### src/rtl/cmc_pkg.sv
// Shared types and constants for the queue-calculator operand queue.
// Opcode and error-code encodings are fixed by the command interface.
package cmc_pkg;

    typedef enum logic [1:0] {
        OP_PUSH   = 2'b00,
        OP_CLEAR  = 2'b01,
        OP_REDUCE = 2'b10,
        OP_POP    = 2'b11
    } cmc_op_e;

    typedef enum logic [1:0] {
        ERR_NONE      = 2'd0,
        ERR_OVERFLOW  = 2'd1,
        ERR_UNDER_RED = 2'd2,
        ERR_UNDER_POP = 2'd3
    } cmc_err_e;

    // Fill bit replicated across the operand width to form the default PAD.
    localparam logic CMC_PAD_FILL = 1'b1;

endpackage

### src/rtl/cmc_ring_ptr.sv
// Modulo-DEPTH pointer register with +1 / +2 advance and synchronous zero.
// Wrap is free because DEPTH is a power of two.
module cmc_ring_ptr #(
    parameter  int DEPTH = 8,
    localparam int AW    = $clog2(DEPTH)
) (
    input  logic          clk,
    input  logic          rst,
    input  logic          i_clr,
    input  logic          i_inc1,
    input  logic          i_inc2,
    output logic [AW-1:0] o_ptr
);

    logic [AW-1:0] r_ptr;

    always_ff @(posedge clk or posedge rst) begin
        if (rst) begin
            r_ptr <= '0;
        end else if (i_clr) begin
            r_ptr <= '0;
        end else if (i_inc2) begin
            r_ptr <= r_ptr + AW'(2);
        end else if (i_inc1) begin
            r_ptr <= r_ptr + AW'(1);
        end
    end

    assign o_ptr = r_ptr;

endmodule

### src/rtl/cmc_operand_queue.sv
// Circular operand queue: PUSH/REDUCE/POP/CLEAR with exact occupancy,
// combinational front/tail reads and sticky first-cause error reporting.
module cmc_operand_queue
    import cmc_pkg::*;
#(
    parameter  int               DATA_W      = 8,
    parameter  int               DEPTH       = 8,
    parameter  logic [DATA_W-1:0] PAD        = {DATA_W{CMC_PAD_FILL}},
    parameter  bit               HALT_ON_ERR = 1'b0,
    localparam int               AW          = $clog2(DEPTH),
    localparam int               CW          = $clog2(DEPTH + 1)
) (
    input  logic              clk,
    input  logic              rst,
    input  logic              cmd_valid,
    output logic              cmd_ready,
    input  logic [1:0]        cmd_op,
    input  logic [DATA_W-1:0] cmd_data,
    input  logic              err_clr,
    output logic [DATA_W-1:0] front0,
    output logic [DATA_W-1:0] front1,
    output logic [DATA_W-1:0] tail,
    output logic [CW-1:0]     count,
    output logic              empty,
    output logic              full,
    output logic              err,
    output logic [1:0]        err_code
);

    logic [DATA_W-1:0] r_mem [DEPTH];
    logic [CW-1:0]     r_count;
    logic              r_err;
    cmc_err_e          r_code;

    logic [AW-1:0] w_rd_ptr;
    logic [AW-1:0] w_wr_ptr;
    logic [AW-1:0] w_rd_nxt;
    logic [AW-1:0] w_tail_ptr;
    logic          w_fire;
    logic          w_push;
    logic          w_clear;
    logic          w_reduce;
    logic          w_pop;
    logic          w_empty;
    logic          w_full;
    logic          w_lt2;
    logic          w_push_ok;
    logic          w_red_ok;
    logic          w_pop_ok;
    logic          w_write;
    cmc_err_e      w_err_code;

    assign w_fire  = cmd_valid && cmd_ready;
    assign w_empty = (r_count == '0);
    assign w_full  = (r_count == CW'(DEPTH));
    assign w_lt2   = (r_count < CW'(2));

    always_comb begin
        w_push   = 1'b0;
        w_clear  = 1'b0;
        w_reduce = 1'b0;
        w_pop    = 1'b0;
        if (w_fire) begin
            unique case (cmc_op_e'(cmd_op))
                OP_PUSH:   w_push   = 1'b1;
                OP_CLEAR:  w_clear  = 1'b1;
                OP_REDUCE: w_reduce = 1'b1;
                OP_POP:    w_pop    = 1'b1;
            endcase
        end
    end

    // An erroring command is consumed but leaves the queue untouched.
    always_comb begin
        w_err_code = ERR_NONE;
        if (w_push && w_full) begin
            w_err_code = ERR_OVERFLOW;
        end else if (w_reduce && w_lt2) begin
            w_err_code = ERR_UNDER_RED;
        end else if (w_pop && w_empty) begin
            w_err_code = ERR_UNDER_POP;
        end
    end

    assign w_push_ok = w_push && !w_full;
    assign w_red_ok  = w_reduce && !w_lt2;
    assign w_pop_ok  = w_pop && !w_empty;
    assign w_write   = w_push_ok || w_red_ok;

    cmc_ring_ptr #(.DEPTH(DEPTH)) u_rd_ptr (
        .clk    (clk),
        .rst    (rst),
        .i_clr  (w_clear),
        .i_inc1 (w_pop_ok),
        .i_inc2 (w_red_ok),
        .o_ptr  (w_rd_ptr)
    );

    cmc_ring_ptr #(.DEPTH(DEPTH)) u_wr_ptr (
        .clk    (clk),
        .rst    (rst),
        .i_clr  (w_clear),
        .i_inc1 (w_write),
        .i_inc2 (1'b0),
        .o_ptr  (w_wr_ptr)
    );

    always_ff @(posedge clk or posedge rst) begin
        if (rst) begin
            for (int i = 0; i < DEPTH; i++) begin
                r_mem[i] <= '0;
            end
        end else if (w_write) begin
            r_mem[w_wr_ptr] <= cmd_data;
        end
    end

    always_ff @(posedge clk or posedge rst) begin
        if (rst) begin
            r_count <= '0;
        end else if (w_clear) begin
            r_count <= '0;
        end else if (w_push_ok) begin
            r_count <= r_count + CW'(1);
        end else if (w_red_ok || w_pop_ok) begin
            r_count <= r_count - CW'(1);
        end
    end

    // First cause is held; a new error in the err_clr cycle reloads the code.
    always_ff @(posedge clk or posedge rst) begin
        if (rst) begin
            r_err  <= 1'b0;
            r_code <= ERR_NONE;
        end else if (w_err_code != ERR_NONE) begin
            r_err <= 1'b1;
            if (!r_err || err_clr) begin
                r_code <= w_err_code;
            end
        end else if (err_clr) begin
            r_err  <= 1'b0;
            r_code <= ERR_NONE;
        end
    end

    assign w_rd_nxt   = w_rd_ptr + AW'(1);
    assign w_tail_ptr = w_wr_ptr - AW'(1);

    assign front0    = w_empty ? '0 : r_mem[w_rd_ptr];
    assign front1    = w_lt2 ? PAD : r_mem[w_rd_nxt];
    assign tail      = w_empty ? '0 : r_mem[w_tail_ptr];
    assign count     = r_count;
    assign empty     = w_empty;
    assign full      = w_full;
    assign err       = r_err;
    assign err_code  = r_code;
    assign cmd_ready = !(HALT_ON_ERR && r_err);

endmodule
### config.mk
export PLATFORM = sky130hd
export DESIGN_NAME = cmc_operand_queue
export DESIGN_NICKNAME = d
export VERILOG_FILES = /design/src/rtl/cmc_pkg.sv /design/src/rtl/cmc_ring_ptr.sv /design/src/rtl/cmc_operand_queue.sv
export SDC_FILE = /design/constraint.sdc
export NUM_CORES = 1
export LEC_CHECK = 0
export BUFFER_PORTS_ARGS = -buffer_cell sky130_fd_sc_hd__buf_2
export CORE_AREA = 2 2 77 115
export CTS_CLUSTER_DIAMETER = 200
export CTS_CLUSTER_SIZE = 30
export DETAILED_ROUTE_END_ITERATION = 7
export DIE_AREA = 0 0 79 117
export PLACE_DENSITY = 0.89
export REMOVE_ABC_BUFFERS = 1
export SYNTH_ARGS = -nofsm -noshare
export SYNTH_HDL_FRONTEND = slang
export SYNTH_SLANG_ARGS = --single-unit
### constraint.sdc
create_clock -name clk -period 3.4 [get_ports clk]
set_clock_uncertainty 0.1 [all_clocks]
set_input_delay 0.17 -clock clk [delete_from_list [all_inputs] [get_ports clk]]
set_output_delay 0.17 -clock clk [all_outputs]
set_load 0.005 [all_outputs]
After elaboration in Yosys (flattened, before gate mapping)
Index checks and enable logic that the tools add are counted.
{ "totals": {"output_inout_bits": 34, "register_bits": 77, "elab_cells": 95, "inputBits": 14} }
{ "op_classes": {"magnitude_cmp": 6, "n_eq_ne": 5, "n_reduce_logical": 22, "mux": 39, "bitwise": 4, "addsub": 6} }
{ "op_table": {"columns": ["op", "n"], "rows": [
  ["$mux 8", 10],
  ["$bmux 8 s3", 3],
  ["$bwmux 64", 1],
  ["$demux 8 s3", 1],
  ["$ge 4x4->1 const B", 4],
  ["$not 3->4", 4],
  ["$mux 3", 5],
  ["$mux 2", 6],
  ["$mux 4", 3],
  ["$mux 1", 10],
  ["$logic_and 1x1->1", 7],
  ["$add 3x1->3 const B", 2],
  ["$reduce_bool 2->1", 3],
  ["$reduce_bool 3->1", 2],
  ["$add 4x1->4 const B", 1],
  ["$eq 2x2->1 const B", 2],
  ["$eq 4x4->1 const B", 1],
  ["$logic_not 1->1", 4],
  ["$logic_not 4->1", 1],
  ["$lt 4x1->1 const B", 1],
  ["$lt 4x2->1 const B", 1],
  ["$sub 4x1->4 const B", 1],
  ["$add 3x2->3 const B", 1],
  ["$logic_or 1x1->1", 3],
  ["other kinds (5)", 5]
]} }

Depth between registers and ports, before layout
Gate-level depths: netlist (run 1).
{ "depth": {"ltp_word": 10, "ltp_mapped": 8, "depth_no_buf": 7} }

Modules after synthesis
A second synthesis (run 1) with hierarchy kept.
{ "unflattened": {"hier_cells": 377, "area_unflattened_um2": 4938.5} }
{ "modules_own_cells": {"columns": ["mod", "n_inst", "cells_each", "seq_area_each_um2", "area_each_um2"], "rows": [
  ["cmc_operand_queue", 1, 345, 1776.7, 4610.7],
  ["cmc_ring_ptr", 2, 16, 75.1, 163.9]
]} }

Least setup slack after synthesis (run 1)
No wires, ideal clock.
{ "synth_path": {"kind": "flip-flop to flip-flop", "from": "register r_count[0], in the netlist count[0]", "to": "register r_count[3], in the netlist count[3]", "path_stages_with_launch": 9, "setup_ns": 0.125, "arrival_ns": 2.265, "period_less_slack_ns": 2.490, "n_path_buf": 1, "required_ns": 3.175, "setup_slack_ns": 0.910, "path_cell_list": "dfrtp_1 -> buf_2 -> or4b_4 -> nand2_1 -> ha_1 -> a21o_1 -> a221oi_1 -> o21ai_0 -> mux2_2"} }
{ "synth_via": {"elab_chain_cells": 5, "elab_cells_between_ends": 16, "cone_classes": "add/sub (2); order compare (1); eq/ne (1); mux (3); reduce/logical (9)"} }
{ "synth_rtl": {"columns": ["element", "line_no", "source"], "rows": [
  ["start, declared", "cmc_operand_queue.sv:31", "logic [CW-1:0] r_count;"],
  ["start signal, assigned", "cmc_operand_queue.sv:124", "r_count <= r_count + CW'(1);"],
  ["start signal, assigned", "cmc_operand_queue.sv:126", "r_count <= r_count - CW'(1);"],
  ["parallel branches: the longest is 5 deep, another holds $sub 4x1->4", null, null]
]} }
Parallel ways; which one is timed is not known. The select of a mux whose other input is x is not followed.
A chain may end at the register's enable or synchronous reset.

Worst setup path after layout (run 1)
{ "layout_path": {"from": "register u_wr_ptr.r_ptr[1], in the netlist u_wr_ptr.o_ptr[1]", "to": "output port tail[6]"} }
{ "layout_via": {"elab_chain_cells": 6} }
{ "layout_rtl": {"columns": ["element", "line_no", "source"], "rows": [
  ["start, declared", "cmc_ring_ptr.sv:15", "logic [AW-1:0] r_ptr;"],
  ["start signal, assigned", "cmc_ring_ptr.sv:23", "r_ptr <= r_ptr + AW'(2);"],
  ["start signal, assigned", "cmc_ring_ptr.sv:25", "r_ptr <= r_ptr + AW'(1);"],
  ["$sub 3x1->3", "cmc_operand_queue.sv:147", "assign w_tail_ptr = w_wr_ptr - AW'(1);"],
  ["$not 3->4 (implied by the code)", "cmc_operand_queue.sv:151", "assign tail = w_empty ? '0 : r_mem[w_tail_ptr];"],
  ["$bmux 8 s3", "cmc_operand_queue.sv:151", null],
  ["$mux 8 (implied by the code) (2 in a row)", "cmc_operand_queue.sv:151", null],
  ["$mux 8", "cmc_operand_queue.sv:151", null],
  ["end, declared", "cmc_operand_queue.sv:22", "output logic [DATA_W-1:0] tail,"]
]} }
Every way passes these cells. The select of a mux whose other input is x is not followed.

==> out/results.ini, run 1 <==
[sta]
finalMaxSlewViolations=0
fmax_mhz=347
tightestPinTransition_ps=1230
period_needed_ps=2880
setup_tns_ps=0
fin_crit_sh_pct=84.6
hold_violations=0
rsz0062_at_grt=no
maxSlewHeadroom_pct=17.2
setup_violations=0

[grt]
grt_pass1_wl_um=19300
gr-usage-all-layers_pct=28.6
grt_pass1_vias=3708
overflow=0
grt_max_degree=46
antenna_found_initial=0

[die]
core-area_um2=8310
rows=41
num_io_pins=48
die_h_um=117
dieArea_um2=9240
fp.dieW_um=79
initial_core_util_pct=57.9

[clock_tree]
cts_tree=yes
clk-insertion-delay-late_ps=340
cts.sinks=77
root_buffer=clkbuf_16
cts_inserted_buffers=9
ctsHtreeMaxLevel=3
cts_resized=0
clk_pin_slew_ps=60
cts_buffer_depth=2

[logic_synthesis]
ys.flop_type=dfrtp_1
synthesis.area_um2=4810
synth_seq_cells=77
seq_area_frac_synth_pct=40.0
yosysTopAreaCell=dfrtp_1
async_flop_share_pct=100
yosys.cell_types.count=45
synth.top_cell.area_share_pct=40.0
synth_area_leaders=dfrtp_1, mux4_2, mux2_2
synth_edf_count=0
syn_area_per_cell_um2=12.8
ys_warn_count=0
synth_cells=376

[worst_setup_path]
worst-path-max-fanout=8
critPathArrivalTime_ps=2610
crit_path_top_delay_cell=xnor2_1
crit_chain=inv_1 > ha_1 > xnor2_1 > nand2_1 > a21oi_1 > buf_2
end_kind=output port
start_kind=register
worst-path-buf-inv=2
crit_required_ps=3130
crit_family=XOR/XNOR gates
max_stage_delay_ps=900
critPathKind=reg2out
r2r_slack_ps=720

[status]
status=complete, no violations

[place]
dp_cells=516
dp.final_hpwl_um=8130
routabilityCongestion=0.861
io_buffers=46

[drt]
drt-total-wl_um=12400
vias=3587
ant_nets=0
via_per_inst=6.74
wire_per_inst_um=23.4
first_pass_iters=5
drc=0
drt_iter0_markers=464

[worst_hold_path]
hold_path_class=in2reg

[layout]
fin_cells=532
areaGrowthSynthToFinish_pct=13.2
finalNetCount=441
insertedDiodeCount=0
final_common_cell=dfrtp_1
final_layout_size_suffix_gt1_share_pct=46.4
layout_common_cells=dfrtp_1, mux2_2, nand2_1

[power_and_ir_drop]
worst_ir_drop_vdd_uv=576
power.density_nw_per_um2=1130
power.leakage_nw=2.40

[run]
cap_viol_max_count=0

stage by stage:
stage / util, % / instance area, um2 / setup slack (ps) / total power [mW] / hold slack [ps]
6_report: 65.6 / 5450 / 522 / 6.16 / 33.6
5_1_grt: 65.6 / 5450 / 434 / 6.51 / 53.5
4_1_cts: 65.6 / 5450 / 617 / 6.14 / 29.9
3_5_place_dp: 62.1 / 5160 / 758 / 5.18 / 351
3_3_place_gp: 62.1 / 5160 / 817 / 5.03 / 321
2_1_floorplan: - / 4700 / 450 / 4.00 / 219
layout make-up:
cell class	instances	area, um2
inverter	7	26.3
timing repair buffer	59	330
clock buffer	14	274
clock inverter	1	5.00
tap	107	134
sequential	77	1930
multi-input combinational	267	2750
fill	598	2860
kinds of logic after synthesis:
group           count (synthesis)  synth area share [%]
compound gates                 34                  4.26
xor+xnor                        7                  1.27
fa+ha+maj                       6                  1.72
buf+inv                        32                  2.99
flops                          77                  40.0
mux                           118                  39.4
other cells                     1                0.0779
simple gates                  101                  10.2
synth_stat cells (3+ instances only):
cell type and instances:
a21oi_1 18, buf_2 7, clkbuf_1 13, dfrtp_1 77
ha_1 5, inv_1 5, mux2_2 61, mux2_4 8
mux4_2 48, nand2_1 54, nand3_1 13, nor2_1 11
nor2b_1 4, nor3_1 4, o21ai_0 6, or3_1 3
xnor2_1 5
worst paths after layout:
kind,endpoint,cells after the start,from
min,err_code[0]$_DFFE_PP0P_,4,err_clr
max in group asynchronous,r_mem[62]$_DFFE_PP0P_,4,rst
max reg2reg,r_mem[36]$_DFFE_PP0P_,5,count[0]$_DFFE_PP0P_
min reg2reg,r_mem[11]$_DFFE_PP0P_,1,r_mem[11]$_DFFE_PP0P_
max,tail[6],6,u_wr_ptr.o_ptr[1]$_DFFE_PP0P_
min in group asynchronous,r_mem[60]$_DFFE_PP0P_,3,rst
flip-flops by register name, summed over array words and instances, names as in the netlist:
| signal | cells |
|---|---|
| err_code | 2 |
| u_rd_ptr.o_ptr | 3 |
| r_mem | 64 |
| count | 4 |
| err | 1 |
| u_wr_ptr.o_ptr | 3 |
routing by layer:
layer	track usage [%]	vias up	wire length [um]
li1	-	1512	-
met1	35.1	1828	4590
met2	46.3	193	6450
met3	5.52	54	785
met4	19.4	0	623
met5	0	-	0
power breakdown:
part           switching, mW  internal (mW)  total [mW]
clock                  0.371          0.550       0.921
combinational           1.58           1.84        3.42
sequential             0.496           1.33        1.82
total                   2.45           3.71        6.16
repair_timing:
| item | in CTS | in global routing |
|---|---|---|
| endpoints found under the setup margin | 0 | 0 |
| setup buffers | 0 | 0 |
| hold endpoints to repair | 12 | 0 |
| hold buffers | 1 | 0 |
worst min-delay path, delay by kind of cell:
| kind | cells | cell delay [ps] |
|---|---|---|
| buf+inv | 1 | 100 |
| simple gates | 2 | 100 |
| compound gates | 1 | 60 |
(Power assumes the default switching activity.)
==> run 2, diff against run 1 <==
- clock period: 3.4 -> 2.9 ns (I/O delays scaled with it)
==> out/results.ini, run 2 (synthesized netlist as in run 1, its figures left out) <==
[grt]
antenna_found_initial=0  ; unchanged
grt_pass1_vias=3820  ; +3.0%
grt_max_degree=34  ; -26%
gr-usage-all-layers_pct=29.3  ; +0.64 points
grt_pass1_wl_um=19900  ; +3.3%
overflow=0  ; unchanged

[drt]
first_pass_iters=5  ; unchanged
ant_nets=0  ; unchanged
wire_per_inst_um=23.0  ; -1.9%
drc=0  ; unchanged
via_per_inst=6.75  ; about the same
vias=3629  ; +1.2%
drt_iter0_markers=424  ; -8.6%
drt-total-wl_um=12300  ; -0.75%

[sta]
period_needed_ps=2760
maxSlewHeadroom_pct=26.1  ; +8.9 points
setup_violations=0  ; unchanged
worst_slack_ps=144  ; -378 ps
fin_crit_sh_pct=95.0
hold_violations=0  ; unchanged
rsz0062_at_grt=no
fmax_mhz=363
hold_slack_ps=14.7  ; -18.8 ps
setup_tns_ps=0  ; unchanged
tightestPinTransition_ps=1100  ; -133 ps
finalMaxSlewViolations=0  ; unchanged

[layout]
insertedDiodeCount=0  ; unchanged
finalNetCount=447  ; +1.4%
fin_cells=538  ; +1.1%
final_layout_size_suffix_gt1_share_pct=47.3  ; +0.98 points
layout_common_cells=dfrtp_1, mux2_2, nand2_1
final_common_cell=dfrtp_1
post-route-util_pct=66.7  ; +1.1 points
final_area_um2=5540  ; +1.7%
largest_reg_flops=64  ; unchanged
areaGrowthSynthToFinish_pct=15.2
top_register=r_mem

[clock_tree]
cts_setup_buffers=0  ; unchanged
cts_tree=yes
cts_buffer_depth=2  ; unchanged
root_buffer=clkbuf_16
cts.sinks=77  ; unchanged
cts_inserted_buffers=9  ; unchanged
ctsHtreeMaxLevel=3  ; unchanged
clk_pin_slew_ps=60  ; about the same
clk-insertion-delay-late_ps=340  ; about the same

[worst_hold_path]
hold_path_class=in2reg
min_path_cells=4  ; unchanged
min_to=err_code[0]$_DFFE_PP0P_
holdCritStartpoint=err_clr

[place]
place_ws_ps=344  ; -413 ps
placed_area_um2=5200  ; +0.87%
dp.final_hpwl_um=8420  ; +3.6%
routabilityCongestion=0.855  ; -0.64%
dp_cells=522  ; +1.2%
io_buffers=46  ; unchanged

[worst_setup_path]
critPathArrivalTime_ps=2510  ; -100 ps
worst-path-max-fanout=7  ; -1
r2r_slack_ps=320  ; -400 ps
reg2regPathDepth=7  ; +2
end_kind=output port
critPathKind=reg2out
crit_chain=inv_1 > ha_1 > buf_4 > mux4_2 > nand2_1 > a21oi_1 > buf_2
worst-path-buf-inv=3  ; +1
rr_startpoint=count[1]$_DFFE_PP0P_
max_stage_delay_ps=520  ; -380 ps
r2r_end=count[3]$_DFFE_PP0P_
crit_required_ps=2650  ; -480 ps
crit_family=buffers and inverters
start_kind=register
crit_path_top_delay_cell=ha_1

[die]
core-area_um2=8310  ; unchanged
initial_core_util_pct=57.9  ; unchanged
die_h_um=117  ; unchanged
num_io_pins=48  ; unchanged
fp.dieW_um=79  ; unchanged
rows=41  ; unchanged
dieArea_um2=9240  ; unchanged

[power_and_ir_drop]
power.density_nw_per_um2=1350  ; +19%
power.total_mw=7.48  ; +21%
power.leakage_nw=2.45  ; +2.2%
worst_ir_drop_vdd_uv=740  ; +28%

[status]
status=complete, no violations

[run]
cap_viol_max_count=0  ; unchanged

run 2: layer usage:
layer	GRT usage [%]	share of wire (%)	vias up
li1	-	-	1522
met1	34.1	35	1850
met2	48.7	51	206
met3	7.13	8.1	51
met4	18.6	5.5	0
met5	0	0	-
run 2: how the worst max path moves through the flow:
stage	start	end	slack, ps	depth (start not counted)
floorplan	u_rd_ptr.o_ptr[0]$_DFFE_PP0P_	front1[0]	-20	4
global placement	count[1]$_DFFE_PP0P_	count[3]$_DFFE_PP0P_	420	7
detailed placement	count[1]$_DFFE_PP0P_	count[3]$_DFFE_PP0P_	340	7
CTS	u_wr_ptr.o_ptr[1]$_DFFE_PP0P_	tail[5]	180	7
global route	u_wr_ptr.o_ptr[1]$_DFFE_PP0P_	tail[0]	90	6
finish	u_wr_ptr.o_ptr[1]$_DFFE_PP0P_	tail[5]	140	7
run 2: what timing repair did:
action / 4_1_cts / 5_1_grt
hold buffers: 1 / 0
gates resized for setup: 0 / 0
hold endpoints to repair: 26 / 0
run 2: power breakdown:
part           leakage [nW]  switching [mW]  internal, mW
Clock                 0.162           0.436         0.833
Combinational          1.31            1.90          2.21
Sequential            0.979           0.542          1.56
run 2: layout make-up:
class,count,area [um2]
Clock buffer,10,229
Clock inverter,5,100
Fill cell,597,2770
Inverter,7,26.3
Multi-Input combinational cell,267,2750
Sequential cell,77,1930
Tap cell,107,134
Timing Repair Buffer,65,375
run 2: worst register-to-register path: cells and delay by family (launching register included):
kind	cells	cell delay [ps]
multiplexers	1	330
flip-flops	1	490
adder cells (fa/ha/maj)	1	270
AO/OA/AOI/OAI	3	540
AND/OR/NAND/NOR	2	740
